## src/rtl/div_pkg.sv

```systemverilog
// rtl/div_pkg.sv - shared width, iteration count and state type for the 16-bit divider
package div_pkg;

  localparam int DIV_W     = 16;
  localparam int DIV_ITERS = 16;
  localparam int CNT_W     = $clog2(DIV_ITERS);

  typedef enum logic [1:0] {
    IDLE = 2'd0,
    CALC = 2'd1,
    DONE = 2'd2
  } state_t;

  // Two's-complement negation at data width (also maps 0x8000 onto itself).
  function automatic logic [DIV_W-1:0] neg_w(input logic [DIV_W-1:0] x);
    return ~x + DIV_W'(1);
  endfunction

endpackage

```

## src/rtl/div_16b_if.sv

```systemverilog
// rtl/div_16b_if.sv - request/result bundle between a divide requester and div_16b
interface div_16b_if;
  import div_pkg::*;

  logic             start;
  logic [DIV_W-1:0] dividend;
  logic [DIV_W-1:0] divisor;
  logic             busy;
  logic             done;
  logic [DIV_W-1:0] quotient;
  logic [DIV_W-1:0] remainder;
  logic             div_by_zero;

  modport master (
    output start, dividend, divisor,
    input  busy, done, quotient, remainder, div_by_zero
  );

  modport slave (
    input  start, dividend, divisor,
    output busy, done, quotient, remainder, div_by_zero
  );

endinterface

```

## src/rtl/sub_17b.sv

```systemverilog
// rtl/sub_17b.sv - combinational 17-bit parallel-prefix borrow-lookahead subtractor (a - b)
module sub_17b (
  input  logic [16:0] a,
  input  logic [16:0] b,
  output logic [16:0] diff,
  output logic        borrow
);

  logic [16:0] gen;
  logic [16:0] prop;
  logic [16:0] grp_g;
  logic [16:0] grp_p;

  assign gen  = ~a & b;
  assign prop = ~(a ^ b);

  // Kogge-Stone prefix: grp_g[i] is the borrow out of bits [i:0]; walking i downward
  // keeps each level reading only the previous level's values.
  always_comb begin
    grp_g = gen;
    grp_p = prop;
    for (int d = 1; d < 17; d = d * 2) begin
      for (int i = 16; i >= d; i--) begin
        grp_g[i] = grp_g[i] | (grp_p[i] & grp_g[i-d]);
        grp_p[i] = grp_p[i] & grp_p[i-d];
      end
    end
  end

  assign diff   = a ^ b ^ {grp_g[15:0], 1'b0};
  assign borrow = grp_g[16];

endmodule

```

## src/rtl/div_16b.sv

```systemverilog
// rtl/div_16b.sv - 16-bit restoring divider, one quotient bit per cycle; DIV_SIGNED_EN selects signed operands
module div_16b
  import div_pkg::*;
(
  input  logic      clk,
  input  logic      rst_n,
  div_16b_if.slave  bus
);

  state_t           state;
  logic [CNT_W-1:0] cnt;
  logic [DIV_W-1:0] rem_r;
  logic [DIV_W-1:0] quo_r;
  logic [DIV_W-1:0] dvs_r;
  logic             busy_r;
  logic             done_r;
  logic             dbz_r;
  logic [DIV_W-1:0] quotient_r;
  logic [DIV_W-1:0] remainder_r;

  logic [DIV_W:0]   trial_a;
  logic [DIV_W:0]   trial_b;
  logic [DIV_W:0]   trial_d;
  logic             trial_borrow;
  logic             diff_unused;
  logic [DIV_W-1:0] step_rem;
  logic [DIV_W-1:0] step_quo;
  logic [DIV_W-1:0] op_a;
  logic [DIV_W-1:0] op_b;
  logic [DIV_W-1:0] res_q;
  logic [DIV_W-1:0] res_r;

  // Shifted partial remainder (17 bits so a divisor >= 0x8000 never loses the top bit).
  assign trial_a = {rem_r, quo_r[DIV_W-1]};
  assign trial_b = {1'b0, dvs_r};

  sub_17b u_sub (
    .a      (trial_a),
    .b      (trial_b),
    .diff   (trial_d),
    .borrow (trial_borrow)
  );

  // A kept difference is always below the divisor, so its top bit is zero.
  assign diff_unused = trial_d[DIV_W];
  assign step_rem    = trial_borrow ? trial_a[DIV_W-1:0] : trial_d[DIV_W-1:0];
  assign step_quo    = {quo_r[DIV_W-2:0], ~trial_borrow};

`ifdef DIV_SIGNED_EN
  logic neg_q;
  logic neg_r;

  // Magnitudes go into the unsigned core; signs are re-applied on the way to DONE.
  assign op_a  = bus.dividend[DIV_W-1] ? neg_w(bus.dividend) : bus.dividend;
  assign op_b  = bus.divisor[DIV_W-1]  ? neg_w(bus.divisor)  : bus.divisor;
  assign res_q = neg_q ? neg_w(step_quo) : step_quo;
  assign res_r = neg_r ? neg_w(step_rem) : step_rem;

  // Operand signs captured on the accepting edge.
  always_ff @(posedge clk or negedge rst_n) begin
    if (!rst_n) begin
      neg_q <= 1'b0;
      neg_r <= 1'b0;
    end else if (state == IDLE && bus.start) begin
      neg_q <= bus.dividend[DIV_W-1] ^ bus.divisor[DIV_W-1];
      neg_r <= bus.dividend[DIV_W-1];
    end
  end
`else
  assign op_a  = bus.dividend;
  assign op_b  = bus.divisor;
  assign res_q = step_quo;
  assign res_r = step_rem;
`endif

  // Control FSM with the iteration datapath and registered result outputs.
  always_ff @(posedge clk or negedge rst_n) begin
    if (!rst_n) begin
      state       <= IDLE;
      cnt         <= '0;
      rem_r       <= '0;
      quo_r       <= '0;
      dvs_r       <= '0;
      busy_r      <= 1'b0;
      done_r      <= 1'b0;
      dbz_r       <= 1'b0;
      quotient_r  <= '0;
      remainder_r <= '0;
    end else begin
      case (state)
        IDLE: begin
          done_r <= 1'b0;
          if (bus.start) begin
            if (bus.divisor == '0) begin
              state       <= DONE;
              done_r      <= 1'b1;
              dbz_r       <= 1'b1;
              quotient_r  <= '1;
              remainder_r <= bus.dividend;
            end else begin
              state  <= CALC;
              busy_r <= 1'b1;
              dbz_r  <= 1'b0;
              cnt    <= '0;
              rem_r  <= '0;
              quo_r  <= op_a;
              dvs_r  <= op_b;
            end
          end
        end
        CALC: begin
          rem_r <= step_rem;
          quo_r <= step_quo;
          cnt   <= cnt + CNT_W'(1);
          if (cnt == CNT_W'(DIV_ITERS - 1)) begin
            state       <= DONE;
            busy_r      <= 1'b0;
            done_r      <= 1'b1;
            quotient_r  <= res_q;
            remainder_r <= res_r;
          end
        end
        DONE: begin
          state  <= IDLE;
          done_r <= 1'b0;
        end
        default: state <= IDLE;
      endcase
    end
  end

  assign bus.busy        = busy_r;
  assign bus.done        = done_r;
  assign bus.div_by_zero = dbz_r;
  assign bus.quotient    = quotient_r;
  assign bus.remainder   = remainder_r;

endmodule

```

## src/flat_wrapper.sv

```systemverilog
// flat-port wrapper written by rule: the top's interface ports become plain ports
module div_16b_flat import div_pkg::*;
  (clk, rst_n, bus_start, bus_dividend, bus_divisor, bus_busy, bus_done, bus_quotient, bus_remainder, bus_div_by_zero);
  div_16b_if bus_i ();
  input  logic clk;
  input  logic rst_n;
  input wire logic [$bits(bus_i.start)-1:0] bus_start;
  input wire logic [$bits(bus_i.dividend)-1:0] bus_dividend;
  input wire logic [$bits(bus_i.divisor)-1:0] bus_divisor;
  output wire logic [$bits(bus_i.busy)-1:0] bus_busy;
  output wire logic [$bits(bus_i.done)-1:0] bus_done;
  output wire logic [$bits(bus_i.quotient)-1:0] bus_quotient;
  output wire logic [$bits(bus_i.remainder)-1:0] bus_remainder;
  output wire logic [$bits(bus_i.div_by_zero)-1:0] bus_div_by_zero;
  assign bus_i.start = bus_start;
  assign bus_i.dividend = bus_dividend;
  assign bus_i.divisor = bus_divisor;
  assign bus_busy = bus_i.busy;
  assign bus_done = bus_i.done;
  assign bus_quotient = bus_i.quotient;
  assign bus_remainder = bus_i.remainder;
  assign bus_div_by_zero = bus_i.div_by_zero;
  div_16b u_core (.clk(clk), .rst_n(rst_n), .bus(bus_i));
endmodule
```

## config.mk

```make
export PLATFORM = sky130hd
export DESIGN_NAME = div_16b_flat
export DESIGN_NICKNAME = d
export VERILOG_FILES = /design/src/rtl/div_pkg.sv /design/src/rtl/div_16b_if.sv /design/src/rtl/sub_17b.sv /design/src/rtl/div_16b.sv /design/src/flat_wrapper.sv
export SDC_FILE = /design/constraint.sdc
export NUM_CORES = 1
export LEC_CHECK = 0
export ABC_AREA = 1
export CAP_MARGIN = 10
export CORE_MARGIN = 1.5
export CORE_UTILIZATION = 50
export DETAILED_ROUTE_END_ITERATION = 12
export PLACE_DENSITY = 0.76
export RECOVER_POWER = 25
export SYNTH_ARGS = -nofsm -noshare
export SYNTH_HDL_FRONTEND = slang
export SYNTH_SLANG_ARGS = --single-unit
```

## constraint.sdc

```tcl
create_clock -name clk -period 1.95 [get_ports clk]
set_clock_uncertainty 0.2 [all_clocks]
set_input_delay 0.2925 -clock clk [delete_from_list [all_inputs] [get_ports clk]]
set_output_delay 0.2925 -clock clk [all_outputs]
set_load 0.01 [all_outputs]
```

# Word level (Yosys, flattened, before mapping)
# Cells that the tools add are included.
# classes
eq_ne,7
bitwise,142
addsub,1
mux,30
n_reduce_logical,11
# op_table
op,n
16-bit 2-to-1 mux,11
16-bit one-hot mux with 2 select lines,4
1-bit AND,85
1-bit OR,50
17-bit NOT,2
17-bit by 16-bit AND with 17-bit output,1
17-bit by 16-bit bitwise XOR with 17-bit output,1
16-bit zero test,1
16-bit bitwise XOR,1
4-bit 2-to-1 mux,2
4-bit one-hot mux with 2 select lines,1
4-bit AND reduction,2
1-bit 2-to-1 mux,6
2-bit 2-to-1 mux,3
2-bit AND reduction,3
3-bit AND reduction,2
"4-bit by 1-bit adder with 4-bit output, second input constant",1
"4-bit == test, second input constant",1
"2-bit by 1-bit != test with 1-bit output, second input constant",2
"2-bit != test, second input constant",2
2-bit one-hot mux with 2 select lines,1
1-bit one-hot mux with 3 select lines,1
3-bit nonzero test,1
"2-bit by 1-bit == test with 1-bit output, second input constant",1
other kinds (5),6
# totals
ff_bits,89
out_inout_bits,35

# Longest topological paths before layout
# Gate-level depths: netlist of run 1.
# logic_depth
word_depth,14
mapped_depth,15

# Hierarchy
# From an unflattened synthesis of run 1, not the netlist that was laid out.
# hier_totals
hier_cells,797
hier_area_um2,5560.3
# by_module_without_submodules
mod,area_per_inst_um2,seq_area_each_um2,n_inst,cells_per_inst
div_16b,4446.8,2227.1,1,575
sub_17b,1113.6,0.0,1,222

# Worst setup path after synthesis of run 1
# OpenSTA, ideal clock, no wires.
# synth_timing
path_kind,reg-to-reg
start,register u_core.dvs_r[0]
end,register u_core.remainder_r[14] (netlist: u_core.bus.remainder[14])
stages_incl_launch_ff,15
path_slack_ns,-0.176
setup_time_ns,0.113
path_buffers,0
required_time_ns,1.637
t_arrival_ns,1.813
cell_sequence,dfrtp_1 ha_1 fa_1 nand3_1 nand2_1 nand2_1 nand2_1 nand2_1 nand2_1 nand2_1 nand2_1 nand2_1 nand3_1 nand2_1 inv_1
# synth_between
elab_chain_cells,11
word_cells_on_any_way,13
classes_between,mux (3); bitwise (10)
# synth_rtl
element,line_no,source
from (decl),div_16b.sv:14,logic [DIV_W-1:0] dvs_r;
from (signal assigned),div_16b.sv:107,dvs_r <= op_b;
17-bit by 16-bit AND with 17-bit output *,sub_17b.sv:14,assign gen = ~a & b;
1-bit AND,sub_17b.sv:24,grp_g[i] = grp_g[i] | (grp_p[i] & grp_g[i-d]);
1-bit OR,sub_17b.sv:24,
1-bit AND,sub_17b.sv:24,
1-bit OR,sub_17b.sv:24,
1-bit AND,sub_17b.sv:24,
1-bit OR,sub_17b.sv:24,
16-bit bitwise XOR,sub_17b.sv:30,"assign diff = a ^ b ^ {grp_g[15:0], 1'b0};"
16-bit 2-to-1 mux *,div_16b.sv:46,assign step_rem = trial_borrow ? trial_a[DIV_W-1:0] : trial_d[DIV_W-1:0];
16-bit 2-to-1 mux *,div_16b.sv:115,if (cnt == CNT_W'(DIV_ITERS - 1)) begin
16-bit one-hot mux with 2 select lines *,div_16b.sv:90,case (state)
to (signal assigned),div_16b.sv:99,remainder_r <= bus.dividend;
to (signal assigned),div_16b.sv:120,remainder_r <= res_r;
to (decl),div_16b.sv:19,logic [DIV_W-1:0] remainder_r;
# Every way passes the cells marked *; elsewhere a longest branch is shown, timed or not. The select of a mux whose other input is x is not followed.
# A chain may end at the register's enable or synchronous reset.

# Final worst setup path of run 1
# layout_timing
start,register u_core.dvs_r[2]
end,register u_core.rem_r[3]
# layout_between
elab_chain_cells,13
word_cells_on_any_way,22
classes_between,mux (2); bitwise (20)
# layout_rtl
element,line_no,source
17-bit by 16-bit bitwise XOR with 17-bit output,n/a,
17-bit NOT,sub_17b.sv:15,assign prop = ~(a ^ b);
1-bit AND,sub_17b.sv:24,
1-bit OR,sub_17b.sv:24,
1-bit AND,sub_17b.sv:24,
1-bit OR,sub_17b.sv:24,
1-bit AND,sub_17b.sv:24,
1-bit OR,sub_17b.sv:24,
1-bit AND,sub_17b.sv:24,
1-bit OR (2 in a row),sub_17b.sv:24,
16-bit 2-to-1 mux *,div_16b.sv:46,
16-bit one-hot mux with 2 select lines *,div_16b.sv:90,
to (signal assigned),div_16b.sv:112,rem_r <= step_rem;
to (decl),div_16b.sv:12,logic [DIV_W-1:0] rem_r;
# Every way passes the cells marked *; elsewhere a longest branch is shown, timed or not.

==> impl_metrics.yaml, run 1 <==
synthesis:
  synthTopCellsByArea: "dfrtp_1, nand2_1, inv_1"
  synth-async-reset-ratio: 1.00
  yosysTopAreaCellShare: 0.419
  ys_ff_latch: 89
  synthMostInstantiatedCell: "nand2_1"
  yosysWarnings: 0
  syn_nets: 774
  seq_area_frac_synth: 0.419
  synth_common_cells: "nand2_1, dfrtp_1, inv_1"
  avgSynthCellArea_um2: 7.40
  yosysTopAreaCell: "dfrtp_1"
  ys.flop_type: "dfrtp_1"
  syn_inst: 718
  synth_edf_count: 0
  netlist-cell-type-count: 36
  syn_area_um2: 5310
clocking:
  cts_sinks: 89
  clk_latency_ns: 0.37
  htreeDepth: 3
  tritoncts: "done"
  clk_pin_slew_worst_paths_ns: 0.10
  cts_root_buffer: "clkbuf_8"
  cts_buffers: 9
  clockBufferDepth: 2
sta:
  hold_ws_ns: 0.277
  finalCriticalPeriod_ns: 2.26
  slew_viol_final: 0
  max-slew-margin-rel: 0.526
  fin_crit_sh: 1.16
  report.final.setup_viol: 42
  max_freq_ghz: 0.443
  grt_setup_unrepaired: "yes"
  hold_violations: 0
  fin_ws_ns: -0.306
  worst_pin_slew_ns: 0.711
route:
  firstDrtPassIters: 6
  drc: 0
  wire_per_inst_um: 15.1
  totalWireLength_um: 15600
  antenna_left: 0
  first_iter_violations: 288
  routed_via_density: 5.15
  vias: 5331
finish:
  drive_gt1_frac: 0.320
  final_nets: 950
  n_antenna_cell: 0
  fin_cells: 1035
  final_util: 0.765
  area_growth_pct: 48.6
place:
  dp_hpwl_um: 10400
  placed_cells: 991
  place.port_buffers: 69
  dp_slack_ns: -0.341
  place_congestion: 0.839
worst_setup_path:
  r2r_setup_slack_ns: -0.31
  cp.required_ns: 2.03
  startpoint_type: "flip-flop"
  reg2regPathDepth: 13
  r2r_start: "u_core.dvs_r[2]"
  critPathKind: "flip-flop to flip-flop"
  cp-endpoint: "u_core.rem_r[3]"
  critPathLaunch: "u_core.dvs_r[2]"
  r2r_end: "u_core.rem_r[3]"
  crit_path_end_kind: "flip-flop"
  worst_ep_arrival_time_ns: 2.34
  path_max_fanout: 7
run:
  maxCapViolations: 0
power:
  clkPwrFrac: 0.082
  seqPwrFrac: 0.198
  intPower_mw: 8.77
  powerDensity_nw_per_um2: 2050
  p_switching_mw: 7.45
  vdd_ir_drop_max_mv: 0.953
  p_comb_frac: 0.721
  p_leak_nw: 3.80
  p_sw_frac: 0.459
floorplanning:
  dieArea_um2: 11200
  dieHeight_um: 106
  core_um2: 10300
  rows: 37
  io_pins: 70
  start_util: 0.514
  die_x_um: 106
hold_path:
  hp-class: "input pin to flip-flop"
global_route:
  overflow: 0
  grt_pass1_vias: 5260
  grt_usage: 0.276
  antenna_found_initial: 0
  grt_pass1_wl_um: 24600
  grt_start_max_net_pins: 43
outcome:
  status: "complete, but fails checks"
  violations: "negative setup slack"
==> final cells by class <==
cell class	instances	area [µm²]
Multi-Input combinational cell	513	3140
Clock buffer	11	131
Timing Repair Buffer	189	1800
Tap cell	136	170
Inverter	92	365
Sequential cell	89	2230
Fill cell	729	2430
Clock inverter	5	62.6
==> what timing repair did <==
| item | in CTS | in global routing |
|---|---|---|
| hold buffers | 1 | 0 |
| gates resized for setup | 74 | 67 |
| cloned | 3 | 3 |
| hold endpoints to repair | 44 | 0 |
| pin swaps | 28 | 46 |
| endpoints found under the setup margin | 67 | 61 |
| buffers inserted | 10 | 12 |
==> placed cells by master (no fill, tap or decap), drive strengths merged, types with 2 or more instances in the layout <==
cell             n
nand4           10
ha              20
nand3b           4
xnor2            5
clkinvlp         2
a21oi           31
clkbuf          15
and2             2
a31oi           18
nand2          254
nor3             3
buf            115
clkdlybuf4s50   68
nand3           53
xor2             2
inv             93
o21ai           39
or2             17
nor2            52
dfrtp           89
==> stage by stage <==
stage               setup TNS, ns  power (mW)  area (µm²)
floorplan                       0        8.66        5430
global placement           -12.07        12.1        6910
detailed placement         -15.38        12.4        6910
CTS                         -4.43        15.0        7530
global route               -12.44        17.4        7900
finish                      -8.44        16.2        7900
==> critical path: stages, from the launching register on <==
cell and delay (ns):
dfrtp_1 0.45, ha_4 0.28, nand2_1 0.10, nand2_1 0.07
nand2_1 0.09, nand2_1 0.10, nand2_1 0.09, nand3_2 0.11
nand2_4 0.11, buf_4 0.15, nand4_1 0.15, nand2_1 0.12
nand2_1 0.06, o21ai_1 0.10
==> worst min path at each step <==
stage	from	end	slack (ns)	depth (start not counted)
final	bus_divisor[0]	u_core.dvs_r[0]	0.28	3
after global routing	bus_divisor[0]	u_core.dvs_r[0]	0.32	3
after floorplan	rst_n	u_core.bus.busy	-0.20	0
after global placement	rst_n	u_core.bus.quotient[3]	0.03	1
after CTS	rst_n	u_core.quo_r[15]	0.19	2
after detailed placement	rst_n	u_core.bus.quotient[3]	0.04	1
==> kinds of logic after synthesis <==
group                    Yosys count  share of synthesized area
AO/OA/AOI/OAI                     90                     0.0926
AND/OR/NAND/NOR                  394                      0.329
flip-flops                        89                      0.419
adder cells (fa/ha/maj)           21                     0.0509
XOR/XNOR                           7                     0.0115
buffers and inverters            117                     0.0963
==> power groups by stage <==
stage / Clock, mW / Sequential [mW] / Combinational [mW]
after floorplan: 0 / 3.23 / 5.43
after global placement: 0 / 3.14 / 8.99
after detailed placement: 0 / 3.17 / 9.23
after CTS: 1.33 / 3.17 / 10.5
after global routing: 1.40 / 3.29 / 12.8
final: 1.32 / 3.21 / 11.7
==> routing by layer <==
| metal | global-route usage | vias up | part of all wire |
|---|---|---|---|
| met5 | 0 | - | 0 |
| met3 | 0.0349 | 27 | 0.046 |
| met2 | 0.470 | 174 | 0.49 |
| met4 | 0.0985 | 0 | 0.022 |
| met1 | 0.363 | 2502 | 0.45 |
| li1 | - | 2628 | - |
==> state kept, by name (all words and copies together), names as in the netlist, 2 cells and up <==
| signal | flops |
|---|---|
| u_core.dvs_r | 16 |
| u_core.bus.quotient | 16 |
| u_core.state | 2 |
| u_core.cnt | 4 |
| u_core.rem_r | 16 |
| u_core.quo_r | 16 |
| u_core.bus.remainder | 16 |
No activity file was read; power rests on OpenSTA's default activity.
==> run 2: changes to the inputs <==
--- a/config.mk
+++ b/config.mk
@@ -7,10 +7,11 @@
 export LEC_CHECK = 0
 export ABC_AREA = 1
 export CAP_MARGIN = 10
-export CORE_MARGIN = 1.5
+export CORE_MARGIN = 2
 export CORE_UTILIZATION = 50
+export CTS_CLUSTER_SIZE = 28
 export DETAILED_ROUTE_END_ITERATION = 12
-export PLACE_DENSITY = 0.76
+export PLACE_DENSITY_LB_ADDON = 0.1
 export RECOVER_POWER = 25
 export SYNTH_ARGS = -nofsm -noshare
 export SYNTH_HDL_FRONTEND = slang
==> run 2 against run 1 <==
Effect of this change: the run still ends with negative setup slack left; cell area is 0.14% higher; clock power is 5% higher; global-route usage decreased by 2.2 points; hold slack better by 0.0047 ns; sequential share of layout area shrank 0.056 points; maximum frequency increased by 7.1%; combinational power about the same; register-to-register slack better by 0.15 ns; sequential power hardly changed; power rose by 0.94%; clock-buffer cell count is 1 lower; critical path type unchanged; largest cell class unchanged.
==> impl_metrics.yaml, run 2 (synthesis results as in run 1) <==
power:
  seqPwrFrac: 0.194
  vdd_ir_drop_max_mv: 1.11
  intPower_mw: 8.91
  clkPwrFrac: 0.084
  p_sw_frac: 0.456
  powerDensity_nw_per_um2: 2070
  p_switching_mw: 7.46
  finalPower_mw: 16.4
  p_comb_frac: 0.722
  p_leak_nw: 3.79
clocking:
  clk_pin_slew_worst_paths_ns: 0.10
  cts_buffers: 9
  htreeDepth: 3
  tritoncts: "done"
  cts_root_buffer: "clkbuf_8"
  cts_sinks: 89
  clockBufferDepth: 2
  clk_latency_ns: 0.37
route:
  wire_per_inst_um: 14.2
  first_iter_violations: 271
  antenna_left: 0
  firstDrtPassIters: 4
  vias: 5203
  totalWireLength_um: 14700
  routed_via_density: 5.05
  drc: 0
place:
  place.port_buffers: 69
  place_congestion: 0.910
  placed_cells: 991
  dp_hpwl_um: 10300
global_route:
  grt_pass1_wl_um: 23100
  grt_start_max_net_pins: 58
  overflow: 0
  antenna_found_initial: 0
  grt_pass1_vias: 4770
  grt_usage: 0.254
sta:
  max-slew-margin-rel: 0.488
  fin_crit_sh: 1.08
  report.final.setup_viol: 34
  slew_viol_final: 0
  worst_pin_slew_ns: 0.768
  hold_violations: 0
  max_freq_ghz: 0.475
  finalCriticalPeriod_ns: 2.11
  grt_setup_unrepaired: "yes"
  fin_ws_ns: -0.156
floorplanning:
  die_x_um: 107
  dieHeight_um: 107
  io_pins: 70
  start_util: 0.514
  core_um2: 10300
  dieArea_um2: 11500
  rows: 37
finish:
  final_nets: 946
  layout_common_cells: "nand2_1, buf_4, dfrtp_1"
  area_growth_pct: 48.9
  layout_commonest_cell: "nand2_1"
  n_antenna_cell: 0
  fin_cells: 1031
  drive_gt1_frac: 0.334
worst_setup_path:
  path_max_fanout: 7
  worst-path-buf-inv: 2
  r2r_setup_slack_ns: -0.16
  worstPathCellList: "ha_4, nand2_4, nor2_4, inv_2, nor3_4, nand2_4, nand2_8, buf_8, nand3_1, nand2_1, nand2_1, o21ai_1"
  r2r_start: "u_core.dvs_r[10]"
  max_stage_delay_ns: 0.44
  reg2regPathDepth: 12
  critPathKind: "flip-flop to flip-flop"
  cp_top_family: "simple AND/OR/NAND/NOR gates"
  startpoint_type: "flip-flop"
  slowest_stage: "dfrtp_1"
  r2r_end: "u_core.rem_r[6]"
  cp.required_ns: 2.05
  worst_ep_arrival_time_ns: 2.21
  crit_path_end_kind: "flip-flop"
outcome:
  status: "complete, but fails checks"
  violations: "negative setup slack"
hold_path:
  hold_depth: 3
  hold_path_end: "u_core.dvs_r[9]"
  hp-class: "input pin to flip-flop"
  min_from: "bus_divisor[9]"
run:
  maxCapViolations: 0
## run 2: changes by cell type in the layout (fill, tap and decap cells not counted), sizes merged
cell,change
buf,-5
clkinv,+2
bufbuf,-1
clkbuf,+1
clkinvlp,-1
## run 2: stage by stage
| step | setup slack, ns | area [µm²] | util | hold WS, ns | setup TNS, ns |
|---|---|---|---|---|---|
| 2_1_floorplan | 0.000189 | 5430 | - | -0.203 | 0 |
| 3_3_place_gp | -0.275 | 6890 | 0.668 | 0.0573 | -13.92 |
| 3_5_place_dp | -0.289 | 6890 | 0.668 | 0.0607 | -14.88 |
| 4_1_cts | -0.192 | 7470 | 0.724 | 0.196 | -3.18 |
| 5_1_grt | -0.265 | 7910 | 0.766 | 0.300 | -7.63 |
| 6_report | -0.156 | 7910 | 0.766 | 0.282 | -3.85 |
## run 2: worst max path at each step
stage / from / end / slack [ns] / cells past startpoint
after floorplan: u_core.state[1] / u_core.bus.quotient[10] / 0.0002 / 11
after global placement: bus_divisor[13] / u_core.bus.remainder[1] / -0.27 / 12
after detailed placement: bus_divisor[13] / u_core.bus.remainder[2] / -0.29 / 12
after CTS: u_core.dvs_r[0] / u_core.rem_r[8] / -0.19 / 10
after global routing: u_core.rem_r[3] / u_core.rem_r[15] / -0.27 / 15
final: u_core.dvs_r[10] / u_core.rem_r[6] / -0.16 / 12
## run 2: worst reg2reg max path, cell delays in order (launching register included)
cell and delay (ns):
dfrtp_1 0.44, ha_4 0.32, nand2_4 0.06, nor2_4 0.12
inv_2 0.06, nor3_4 0.16, nand2_4 0.10, nand2_8 0.10
buf_8 0.13, nand3_1 0.10, nand2_1 0.11, nand2_1 0.05
o21ai_1 0.07
## run 2: area by class of cell
cell class | instances | area, µm²
Timing Repair Buffer | 185 | 1740
Tap cell | 136 | 170
Inverter | 92 | 360
Fill cell | 764 | 2420
Clock inverter | 6 | 72.6
Multi-Input combinational cell | 513 | 3200
Sequential cell | 89 | 2230
Clock buffer | 10 | 138
## run 2: repair_timing
item                                   in CTS  in global routing
setup endpoints to repair                  38                 63
setup buffers                               8                 11
gates cloned                                1                  3
endpoints found under the hold margin      28                  0
hold buffers                                1                  0
pin swaps                                  34                 31
gates resized for setup                    80                 80
## run 2: metal layers
layer / vias up / wire [µm] / GRT usage / share of wire
li1: 2627 / - / - / -
met1: 2448 / 6660 / 0.356 / 0.45
met2: 111 / 7170 / 0.414 / 0.49
met3: 17 / 640 / 0.0304 / 0.044
met4: 0 / 193 / 0.0779 / 0.013
met5: - / 0 / 0 / 0
## run 2: power groups by stage
stage               logic, mW  registers [mW]  clock network [mW]
global route             12.9            3.26                1.46
floorplan                5.43            3.23                   0
global placement         8.92            3.14                   0
CTS                      10.2            3.16                1.38
finish                   11.8            3.18                1.38
detailed placement       9.10            3.15                   0
